`config.mk`:
```
export PLATFORM = sky130hd
export DESIGN_NAME = floating_point_rounder
export DESIGN_NICKNAME = d
export VERILOG_FILES = /design/src/rtl/floating_point_unit_pkg.sv /design/src/rtl/floating_point_rounder.sv
export SDC_FILE = /design/constraint.sdc
export NUM_CORES = 1
export LEC_CHECK = 0
export CAP_MARGIN = 5
export CORE_MARGIN = 1.5
export CORE_UTILIZATION = 35
export DETAILED_ROUTE_END_ITERATION = 10
export PLACE_DENSITY = 0.55
export SKIP_CTS_REPAIR_TIMING = 1
export SLEW_MARGIN = 40
export SYNTH_ARGS = -nofsm -noshare
export SYNTH_HDL_FRONTEND = slang
export SYNTH_SLANG_ARGS = --single-unit
```
`constraint.sdc`:
```
create_clock -name clk_i -period 2.72 [get_ports clk_i]
set_input_delay 0.272 -clock clk_i [delete_from_list [all_inputs] [get_ports clk_i]]
set_output_delay 0.272 -clock clk_i [all_outputs]
set_load 0.05 [all_outputs]
```
`src/rtl/floating_point_unit_pkg.sv`:
```
// Shared FPU types and constants used by the adder back-end and the rounder.
package floating_point_unit_pkg;

    localparam logic [7:0] MAX_EXP = 8'hFF;

    // IEEE-754 binary32 layout
    typedef struct packed {
        logic        sign;
        logic [7:0]  exponent;
        logic [22:0] mantissa;
    } float32_t;

    // Bits shifted out below the LSB of the unrounded significand
    typedef struct packed {
        logic guard;
        logic round;
        logic sticky;
    } round_bits_t;

    // RISC-V frm encoding; 101-111 are reserved and handled as RNE
    typedef enum logic [2:0] {
        RM_RNE = 3'b000,
        RM_RTZ = 3'b001,
        RM_RDN = 3'b010,
        RM_RUP = 3'b011,
        RM_RMM = 3'b100
    } rounding_mode_t;

    // fflags ordering {NV, DZ, OF, UF, NX}
    typedef struct packed {
        logic nv;
        logic dz;
        logic of;
        logic uf;
        logic nx;
    } fflags_t;

    localparam float32_t    CANONICAL_NAN  = 32'h7FC0_0000;
    localparam logic [30:0] INF_MAG        = 31'h7F80_0000;
    localparam logic [30:0] MAX_FINITE_MAG = 31'h7F7F_FFFF;

endpackage

```
`src/rtl/floating_point_rounder.sv`:
```
// Two-stage elastic float32 rounder sitting behind the adder.
// S1 registers the round-up decision and the incremented 24-bit significand;
// S2 (output register) resolves carry-out, overflow saturation and flags.
// Optional macro FPU_ROUND_MODES_EN: when defined all five rounding modes are
// honoured; otherwise round_mode_i is ignored and RNE is always used.
module floating_point_rounder
    import floating_point_unit_pkg::*;
(
    input  logic        clk_i,
    input  logic        rst_n_i,
    input  logic        valid_i,
    output logic        ready_o,
    input  float32_t    operand_i,
    input  round_bits_t round_bits_i,
    input  logic        invalid_i,
    input  logic        overflow_i,
    input  logic        underflow_i,
    input  logic [2:0]  round_mode_i,
    output logic        valid_o,
    input  logic        ready_i,
    output float32_t    result_o,
    output fflags_t     flags_o,
    input  logic        clear_flags_i,
    output fflags_t     acc_flags_o
);

    // Round-up decision for a single operand
    function automatic logic round_up(input rounding_mode_t mode, input logic sign,
                                      input logic lsb, input round_bits_t rb);
        logic inexact;
        logic up;
        inexact = rb.guard | rb.round | rb.sticky;
        case (mode)
            RM_RTZ:  up = 1'b0;
            RM_RDN:  up = sign & inexact;
            RM_RUP:  up = !sign & inexact;
            RM_RMM:  up = rb.guard;
            default: up = rb.guard & (rb.round | rb.sticky | lsb);
        endcase
        return up;
    endfunction

    // Magnitude returned on overflow: infinity or the largest finite value
    function automatic logic [30:0] sat_mag(input rounding_mode_t mode, input logic sign);
        logic [30:0] mag;
        case (mode)
            RM_RTZ:  mag = MAX_FINITE_MAG;
            RM_RDN:  mag = sign ? INF_MAG : MAX_FINITE_MAG;
            RM_RUP:  mag = sign ? MAX_FINITE_MAG : INF_MAG;
            default: mag = INF_MAG;
        endcase
        return mag;
    endfunction

    rounding_mode_t mode_eff;

`ifdef FPU_ROUND_MODES_EN
    assign mode_eff = rounding_mode_t'(round_mode_i);
`else
    logic unused_round_mode;
    assign unused_round_mode = ^round_mode_i;
    assign mode_eff          = RM_RNE;
`endif

    // Handshake / stage control
    logic           s1_valid;
    logic           s1_adv;
    logic           s2_adv;
    logic           out_hs;

    // S1 registers
    float32_t       s1_op;
    logic [24:0]    s1_sum;
    rounding_mode_t s1_mode;
    logic           s1_inexact;
    logic           s1_ovf_in;
    logic           s1_unf_in;
    logic           s1_nv;

    // S1 combinational datapath
    logic [23:0]    sig_in;
    logic           up_in;
    logic [24:0]    sig_sum;

    // S2 combinational datapath
    logic [7:0]     s2_exp;
    logic [22:0]    s2_mant;
    logic           s2_ovf;
    logic           s2_nx;
    logic           s2_inf;
    float32_t       s2_result;
    fflags_t        s2_flags;

    assign s2_adv  = !valid_o | ready_i;
    assign s1_adv  = s1_valid & s2_adv;
    assign ready_o = !s1_valid | s1_adv;
    assign out_hs  = valid_o & ready_i;

    // S1: hidden bit follows the exponent so denormals increment correctly
    always_comb begin
        sig_in  = {operand_i.exponent != 8'd0, operand_i.mantissa};
        up_in   = round_up(mode_eff, operand_i.sign, operand_i.mantissa[0], round_bits_i);
        sig_sum = {1'b0, sig_in} + {24'd0, up_in};
    end

    // S1 register: loads whenever it is empty or draining into S2
    always_ff @(posedge clk_i or negedge rst_n_i) begin
        if (!rst_n_i) begin
            s1_valid   <= 1'b0;
            s1_op      <= '0;
            s1_sum     <= '0;
            s1_mode    <= RM_RNE;
            s1_inexact <= 1'b0;
            s1_ovf_in  <= 1'b0;
            s1_unf_in  <= 1'b0;
            s1_nv      <= 1'b0;
        end else if (ready_o) begin
            s1_valid <= valid_i;
            if (valid_i) begin
                s1_op      <= operand_i;
                s1_sum     <= sig_sum;
                s1_mode    <= mode_eff;
                s1_inexact <= round_bits_i.guard | round_bits_i.round | round_bits_i.sticky;
                s1_ovf_in  <= overflow_i;
                s1_unf_in  <= underflow_i;
                s1_nv      <= invalid_i;
            end
        end
    end

    // S2: carry-out renormalisation, overflow saturation, special cases, flags
    always_comb begin
        s2_exp  = s1_op.exponent;
        s2_mant = s1_sum[22:0];
        if (s1_sum[24]) begin
            s2_exp  = s1_op.exponent + 8'd1;
            s2_mant = '0;
        end else if ((s1_op.exponent == 8'd0) && s1_sum[23]) begin
            // denormal rounded up into the smallest normal
            s2_exp = 8'd1;
        end
        s2_inf    = (s1_op.exponent == MAX_EXP);
        s2_ovf    = s1_ovf_in | (s2_exp == MAX_EXP);
        s2_nx     = s1_inexact | s2_ovf;
        s2_flags  = '0;
        s2_result = {s1_op.sign, s2_exp, s2_mant};
        if (s1_nv) begin
            s2_result   = CANONICAL_NAN;
            s2_flags.nv = 1'b1;
        end else if (s2_inf) begin
            s2_result = s1_op;
        end else begin
            s2_flags.of = s2_ovf;
            s2_flags.uf = s1_unf_in & s2_nx;
            s2_flags.nx = s2_nx;
            if (s2_ovf)
                s2_result = {s1_op.sign, sat_mag(s1_mode, s1_op.sign)};
        end
    end

    // Output register: holds its contents while the consumer stalls
    always_ff @(posedge clk_i or negedge rst_n_i) begin
        if (!rst_n_i) begin
            valid_o  <= 1'b0;
            result_o <= '0;
            flags_o  <= '0;
        end else if (s2_adv) begin
            valid_o <= s1_valid;
            if (s1_valid) begin
                result_o <= s2_result;
                flags_o  <= s2_flags;
            end
        end
    end

    // Sticky fflags; a clear coinciding with a handshake keeps only that result
    always_ff @(posedge clk_i or negedge rst_n_i) begin
        if (!rst_n_i)
            acc_flags_o <= '0;
        else if (clear_flags_i)
            acc_flags_o <= out_hs ? flags_o : fflags_t'(5'b0);
        else if (out_hs)
            acc_flags_o <= fflags_t'(acc_flags_o | flags_o);
    end

endmodule

```
* Word-level counts from Yosys, hierarchy flattened *
Cells that the tools add are included.

word-level totals
  input port bits = 46
  logic and storage cells = 59
  output and inout port bits = 44
  register bits after elaboration = 104

cells by class
  bitwise logic cells = 13
  multiplexer cells = 12
  reductions and logical operators = 8
  equal/unequal tests = 2
  $add $sub $neg = 2

operator list
  operator                                      number
  two-way mux 31 bit                            2
  two-way mux 32 bit                            1
  adder 24 x 1 -> 25 bit                        1
  two-way mux 23 bit                            1
  equality test 8 bit (second input constant)   2
  two-way mux 8 bit                             2
  two-way mux 5 bit                             3
  adder 8 x 1 -> 8 bit (second input constant)  1
  zero test 8 bit                               1
  bitwise OR 1 bit                              8
  nonzero test 8 bit                            1
  two-way mux 3 bit                             2
  bitwise OR 5 bit                              1
  bitwise AND 1 bit                             4
  AND reduction 2 bit                           2
  zero test 1 bit                               2
  nonzero test 2 bit                            1
  logical AND 1 bit                             1
  two-way mux 1 bit                             1

* Depth between registers and ports, before layout *
Gate-level depths: netlist of the first run.

  depth after elaboration = 10
  depth in mapped cells = 8

* Least setup slack after synthesis of the first run *
OpenSTA, ideal clock, no wires.

  path type = register to register
  start point = register valid_o
  end point = register s1_nv
  path buffers = 1
  library setup time = 125 ps
  setup slack = 259 ps
  cell stages (with the launch flop) = 5
  period minus slack after synthesis = 2461 ps
  arrival = 2337 ps
  data required time = 2595 ps
  path through = dfrtp_1 -> nand3b_1 -> nand2_1 -> clkbuf_1 -> mux2_2

on the way
  longest elaborated chain between the ends = 5

ends and longest elaborated chain
  element                               line                           text
  start, declared                       floating_point_rounder.sv:19   output logic valid_o,
  start signal, assigned                floating_point_rounder.sv:168  valid_o <= s1_valid;
  zero test 1 bit                       floating_point_rounder.sv:94   assign s2_adv = !valid_o | ready_i;
  bitwise OR 1 bit                      floating_point_rounder.sv:94
  bitwise AND 1 bit                     floating_point_rounder.sv:95   assign s1_adv = s1_valid & s2_adv;
  bitwise OR 1 bit                      floating_point_rounder.sv:96   assign ready_o = !s1_valid | s1_adv;
  net ready_o                           floating_point_rounder.sv:12   output logic ready_o,
  AND reduction 2 bit (no source line)  n/a
  end signal, assigned                  floating_point_rounder.sv:126  s1_nv <= invalid_i;
  end, declared                         floating_point_rounder.sv:78   logic s1_nv;

The timed path passes the listed nets, and every way through them passes these cells.
A chain may end at the register's enable or synchronous reset.

* Worst setup path after layout of the first run *
  start point = register s1_op[23] (netlist bit)
  end point = register result_o[18] (netlist bit)

on the way
  longest elaborated chain between the ends = 9

ends and longest elaborated chain
  element                                                       line                           text
  start, declared                                               floating_point_rounder.sv:72   float32_t s1_op;
  start signal, assigned                                        floating_point_rounder.sv:120  s1_op <= operand_i;
  branches (longest 7 deep; another with adder 8 x 1 -> 8 bit)  n/a
  two-way mux 31 bit (*)                                        floating_point_rounder.sv:150  end else if (s2_inf) begin
  two-way mux 32 bit (*)                                        floating_point_rounder.sv:147  if (s1_nv) begin
  end signal, assigned                                          floating_point_rounder.sv:170  result_o <= s2_result;
  end, declared                                                 floating_point_rounder.sv:21   output float32_t result_o,

Mark *: on every way between the ends.

==> results by group, run 1 <==
Timing
  • Worst-case headroom to the max-slew limit: 0.5472
  • Fmax achieved: roughly 430 MHz
  • Max Clock Skew: 0.005423 ns
  • Worst-margin pin slew: 0.6791 ns
  • Final hold viol count: 50
  • # setup viols final: 0
  • Fin Hold WS: -0.03397 ns
  • Final min period: 2.332 ns
  • Setup_tns: 0 ns
  • Slew Viols, Final: 0
  • Tcrit/Tclk final: 0.8574
  • RSZ-0062 raised after global routing: no

CTS
  • CTS clk-pin slew, worst paths: 0.07 ns
  • Num CTS Buffers: 9
  • Skew-Pair Late Insertion Delay: around 0.34 ns
  • Clock Tree Buf Depth: 2
  • Number of clock sinks: about 100
  • CTS tree: done
  • Htree depth: 3
  • Clock root buffer master: clkbuf_16

Die
  • CORE AREA: about 0.013 mm2
  • IO Pins: 90
  • Die width: around 120 um
  • # rows: between 40 and 50
  • Full die area: between 0.01 and 0.015 mm2
  • Chip height: about 120 um
  • Initial Util: 0.3615

Drt
  • WL final: 11,470 um
  • Via density: 5.114
  • WL per Instance: ~16 um
  • Initial DRC Count: approximately 160
  • Residual DRC: 0
  • Pre-antenna DRT Iters: 4
  • Antenna-violating nets left: 0
  • DR vias: 3,580

Placed design
  • GP Congestion: between 0.7 and 0.8
  • Number of port buffers: 84
  • HPWL after DPL: 7691 um
  • Post-Place Cell Area: between 0.005 and 0.006 mm2

Setup path
  • WP data arrival: 2.61 ns
  • Data required, critical path: approximately 3.0 ns
  • Setup CP Type: flop to flop
  • Worst setup EP type: flop
  • CP max FO: 22
  • Worst Setup SP: s1_op[23]
  • RR Startpoint: s1_op[23]
  • CP Launch Type: flop

Power
  • PwrDens: about 700 mW/mm2
  • P_leak: between 2 and 3 nW
  • Maximum vdd ir drop: approximately 0.00025 V

Run status
  • Violated checks: negative hold slack
  • Status: finished with violations

Min path
  • Worst Hold Class: input port to async pin

Yosys
  • Post-synthesis sequential area ratio: 0.5342
  • Mapped Cells: 440
  • Netlist cell types: 47
  • Synth warnings: 0
  • Ys async rst share: 1.000
  • #FFs+latches synth: approximately 100
  • Number of synthesized flops with an enable pin: 0
  • Mapped Avg Cell Area: 10.97 um2
  • Primary FF master, synth: dfrtp_1
  • Post-Syn Area: 0.004825 mm2

Global routing
  • Initial antenna violation count: 0
  • Wire length of the first global-routing pass: about 19,000 um
  • Grt total ovfl: 0
  • GRT Resource Usage Total: 0.1670
  • Vias in the first global route: roughly 3,600
  • Largest net degree at the start of global routing: between 60 and 70

Cells and area
  • Share of layout cells above drive strength 1: 0.1298
  • Fin nets: around 570
  • Design area: around 0.006 mm2
  • Area grow syn2layout: 27.57%
  • Ant. Diodes: 0

Run
  • Max Cap Viol: 0
## where the power goes
part	switching [W]	total [W]	internal (W)
registers	0.000166	0.00191	0.00175
logic	0.000632	0.00105	0.000414
clock network	0.000561	0.00132	0.000758
## cell families after synthesis
kind of cell    after synthesis  synth area share
simple gates                152            0.1647
flops                       103            0.5342
compound gates               84            0.1276
buf+inv                      36           0.03734
mux                          33           0.07676
xor+xnor                     28           0.05083
fa+ha+maj                     3          0.007781
other cells                   1         0.0007773
## area by class of cell
class	instances	area, um2
fill	1279	7193
tap	176	220.2
multi-input combinational	302	2073
timing repair buffer	93	943.4
sequential	103	2577
clock buffer	12	256.5
inverter	11	41.29
clock inverter	3	42.54
## layer usage
layer,wire length (um),vias up,track usage
met5,0,-,0
met4,208,0,0.05956
met3,362,12,0.02877
met2,5384,61,0.2631
met1,5514,1765,0.2319
li1,-,1742,-
## cells in the mapped netlist, types with 2 or more instances
| cell | n | share of area |
|---|---|---|
| a211oi_1 | 2 | 0.0031 |
| a21oi_1 | 10 | 0.010 |
| a221o_1 | 22 | 0.046 |
| a31oi_1 | 3 | 0.0039 |
| and2_1 | 2 | 0.0026 |
| and3_1 | 24 | 0.031 |
| and4_1 | 5 | 0.0091 |
| buf_4 | 2 | 0.0031 |
| buf_6 | 5 | 0.012 |
| clkbuf_1 | 18 | 0.014 |
| dfrtp_1 | 103 | 0.53 |
| ha_1 | 3 | 0.0078 |
| inv_1 | 11 | 0.0086 |
| mux2_2 | 32 | 0.075 |
| nand2_1 | 54 | 0.042 |
| nand2b_1 | 3 | 0.0039 |
| nand3_1 | 12 | 0.012 |
| nand3b_1 | 2 | 0.0031 |
| nand4_1 | 6 | 0.0078 |
| nor2_1 | 20 | 0.016 |
| nor3_1 | 9 | 0.0093 |
| nor4_1 | 4 | 0.0052 |
| nor4b_2 | 2 | 0.0062 |
| o21ai_0 | 37 | 0.038 |
| xnor2_1 | 17 | 0.031 |
| xor2_1 | 11 | 0.020 |
## path summary, 6_finish.rpt
check / slack, ns / depth (start not counted) / end
max: 0.39 / 7 / result_o[18]
min: -0.03 / 1 / s1_op[28]
max reg2reg: 0.39 / 7 / result_o[18]
min reg2reg: 0.48 / 2 / s1_op[12]
max in group asynchronous: 2.02 / 2 / result_o[12]
min in group clk_i: 0.48 / 2 / s1_op[12]
## state kept, by name, indices dropped and copies added (netlist names)
| signal | count |
|---|---|
| result_o | 32 |
| s1_sum | 25 |
| acc_flags_o | 4 |
| s1_nv | 1 |
| s1_valid | 1 |
| valid_o | 1 |
| s1_op | 32 |
| s1_unf_in | 1 |
| s1_ovf_in | 1 |
| flags_o | 4 |
| s1_inexact | 1 |
## critical path, stage by stage, from the launching register on
cell and delay (ns):
dfrtp_1 0.47, ha_1 0.30, and4_1 0.25, o221ai_1 0.24, o2bb2a_4 0.21, a2111oi_4 0.39
buf_12 0.22, a221o_1 0.17
## layout by cell type, fill, tap and decap left out, types with 2 or more instances in the layout
cell	netlist	final
dfrtp_1	103	103
clkdlybuf4s50_1	0	83
nand2_1	54	53
o21ai_0	37	37
mux2_2	32	32
and3_1	24	24
a221o_1	22	22
nor2_1	20	20
xnor2_1	17	17
nand3_1	12	12
inv_1	11	11
xor2_1	11	11
a21oi_1	10	10
nor3_1	9	9
clkbuf_16	0	9
buf_4	2	7
nand4_1	6	6
and4_1	5	5
nor4_1	4	4
nand2b_1	3	3
a31oi_1	3	3
ha_1	3	3
buf_12	0	3
and2_1	2	2
nand3b_1	2	2
nor4b_2	2	2
a211oi_1	2	2
conb_1	1	2
clkbuf_8	0	2
## per-stage QoR
step | util | std cells | setup WS [ns] | total power [W]
2_1_floorplan | - | 441 | 0.2587 | 0.002580
3_3_place_gp | 0.4387 | 685 | 0.3793 | 0.002979
3_5_place_dp | 0.4387 | 685 | 0.3336 | 0.002998
4_1_cts | 0.4611 | 700 | 0.3998 | 0.004332
5_1_grt | 0.4611 | 700 | 0.2599 | 0.004481
6_report | 0.4611 | 700 | 0.3880 | 0.004280
Note: power is estimated with default switching activity, not from simulation.
==> run 2: changes to the inputs <==
--- a/config.mk
+++ b/config.mk
@@ -10,6 +10,7 @@
 export CORE_UTILIZATION = 35
 export DETAILED_ROUTE_END_ITERATION = 10
 export PLACE_DENSITY = 0.55
+export REMOVE_ABC_BUFFERS = 1
 export SKIP_CTS_REPAIR_TIMING = 1
 export SLEW_MARGIN = 40
 export SYNTH_ARGS = -nofsm -noshare
==> results by group, run 2 (same netlist as run 1, synthesis figures left out) <==
Placed design
  • HPWL after DPL: 7724 um (+0.43%)
  • Pre-CTS setup slack: 0.3003 ns (-0.03333 ns)
  • Post-Place Cell Area: 0.005866 mm2 (+0.17%)
  • GP Congestion: 0.7953 (+0.29%)
  • Number of port buffers: 84 (unchanged)

Setup path
  • Data required, critical path: 3.00 ns (about the same)
  • Crit-path cells: ha_1 > and4_1 > o221ai_1 > o2bb2a_4 > a2111oi_4 > buf_4 > a221o_1
  • CP Launch Type: flop
  • CP max FO: 17 (-23%)
  • Worst setup EP type: flop
  • R2r worst-path depth: 7 (unchanged)
  • Worst Setup SP: s1_op[23]
  • CP bufs+invs: 1 (unchanged)
  • FF-to-FF setup slack: 0.27 ns (-0.12 ns)
  • Slowest cell on the critical path: dfrtp_1
  • Capture point of the worst reg-to-reg path: result_o[1]
  • Crit-path leading delay family: compound AO/OA/AOI/OAI gates
  • CP max stage delay: 0.50 ns (+0.03 ns)
  • WP data arrival: 2.73 ns (+0.12 ns)
  • Critical Path Sink: result_o[1]
  • RR Startpoint: s1_op[23]
  • Levels on crit path: 7 (unchanged)
  • Setup CP Type: flop to flop

Die
  • Initial Util: 0.3615 (unchanged)
  • IO Pins: 90 (unchanged)
  • CORE AREA: 0.01335 mm2 (unchanged)
  • Die width: 120.4 um (unchanged)
  • # rows: 42 (unchanged)
  • Chip height: 120.4 um (unchanged)
  • Full die area: 0.01450 mm2 (unchanged)

Global routing
  • Initial antenna violation count: 0 (unchanged)
  • Vias in the first global route: 3,613 (-0.91%)
  • GRT Resource Usage Total: 0.1637 (-0.003300)
  • Wire length of the first global-routing pass: 18,620 um (-2.0%)
  • Grt total ovfl: 0 (unchanged)
  • Largest net degree at the start of global routing: 63 (unchanged)

Drt
  • Residual DRC: 0 (unchanged)
  • Pre-antenna DRT Iters: 5 (+1)
  • Initial DRC Count: 175 (+8.7%)
  • WL final: 11,390 um (-0.71%)
  • DR vias: 3,604 (+0.67%)
  • Antenna-violating nets left: 0 (unchanged)
  • Via density: 5.112 (about the same)
  • WL per Instance: 16.15 um (-1.4%)

Timing
  • Worst Slack Setup Final: 0.2685 ns (-0.1195 ns)
  • Fmax achieved: 407.9 MHz (-4.9%)
  • Slew Viols, Final: 0 (unchanged)
  • # setup viols final: 0 (unchanged)
  • Final min period: 2.452 ns (+0.1195 ns)
  • Worst-case headroom to the max-slew limit: 0.5777 (+0.03045)
  • Max Clock Skew: 0.006482 ns (+0.001059 ns)
  • Tcrit/Tclk final: 0.9013 (+0.04392)
  • RSZ-0062 raised after global routing: no
  • Final hold viol count: 0 (-100%)
  • Worst-margin pin slew: 0.6335 ns (-0.04567 ns)

Cells and area
  • Fin nets: 573 (+0.70%)
  • Share of layout cells above drive strength 1: 0.1361 (+0.006335)
  • Most frequent cells in the layout: dfrtp_1, clkdlybuf4s50_1, nand2_1
  • Post-Route Utilization: 0.4619 (+0.0008430)
  • Commonest non-fill, non-tap cell in the layout: dfrtp_1
  • Top Registers: result_o x32, s1_op x32, s1_sum x25
  • Area grow syn2layout: 27.80%
  • Ant. Diodes: 0 (unchanged)
  • Design area: 0.006166 mm2 (+0.18%)

Run status
  • Status: complete, no violations

CTS
  • Clock root buffer master: clkbuf_16
  • CTS tree: done
  • Htree depth: 3 (unchanged)
  • Number of clock sinks: 103 (unchanged)
  • CTS clk-pin slew, worst paths: 0.07 ns (about the same)
  • Clock Tree Buf Depth: 2 (unchanged)
  • Skew-Pair Late Insertion Delay: 0.34 ns (about the same)
  • Num CTS Buffers: 9 (unchanged)

Power
  • PwrDens: 688.8 mW/mm2 (-0.96%)
  • Pwr Total: 0.004247 W (-0.77%)
  • P_leak: 2.580 nW (+0.60%)
  • Maximum vdd ir drop: 0.0002897 V (+18%)

Min path
  • Worst Hold Class: flop to flop

Run
  • Max Cap Viol: 0 (unchanged)
==> run 2: where the power goes <==
part | switching (W) | internal [W]
combinational | 0.000632 | 0.000416
sequential | 0.000164 | 0.00175
clock | 0.000575 | 0.000711
==> run 2: worst min-delay path, cell delays in order, from the launching register on <==
cell and delay (ns):
dfrtp_1 0.34, nand2_1 0.04, o21ai_0 0.06
==> run 2: per-layer routing <==
layer	track usage	share of wire	vias to the layer above
met5	0	0	-
met4	0.06103	0.013	0
met3	0.02217	0.037	9
met2	0.2596	0.47	88
met1	0.2289	0.48	1760
li1	-	-	1747
==> run 2: final cells by class <==
| class | instances | area (um2) |
|---|---|---|
| Clock buffer | 10 | 229.0 |
| Clock inverter | 6 | 61.31 |
| Fill cell | 1281 | 7182 |
| Inverter | 11 | 41.29 |
| Multi-Input combinational cell | 302 | 2073 |
| Sequential cell | 103 | 2577 |
| Tap cell | 176 | 220.2 |
| Timing Repair Buffer | 97 | 963.4 |
==> run 2: worst min-delay path by stage <==
stage | startpoint | end | cells past startpoint
finish | s1_op[15] | s1_op[15] | 2
global route | s1_sum[12] | s1_sum[12] | 2
CTS | rst_n_i | result_o[26] | 1
detailed placement | rst_n_i | result_o[26] | 1
global placement | rst_n_i | result_o[26] | 1
floorplan | rst_n_i | acc_flags_o[0] | 0
==> run 2: stage by stage <==
stage | TNS [ns] | std cells | hold slack [ns]
floorplan | -41.87 | 416 | -0.02359
detailed placement | 0 | 688 | 0.3303
CTS | 0 | 704 | -0.03336
finish | 0 | 705 | 0.4784
global placement | 0 | 688 | 0.3249
global route | 0 | 705 | 0.5090
==> run 3: changes to the inputs <==
--- a/config.mk
+++ b/config.mk
@@ -9,6 +9,7 @@
 export CORE_MARGIN = 1.5
 export CORE_UTILIZATION = 35
 export DETAILED_ROUTE_END_ITERATION = 10
+export HOLD_SLACK_MARGIN = 0.08
 export PLACE_DENSITY = 0.55
 export REMOVE_ABC_BUFFERS = 1
 export SKIP_CTS_REPAIR_TIMING = 1
==> results of run 3 <==
No change in the layout: final DEF, timing and power equal those of run 2.
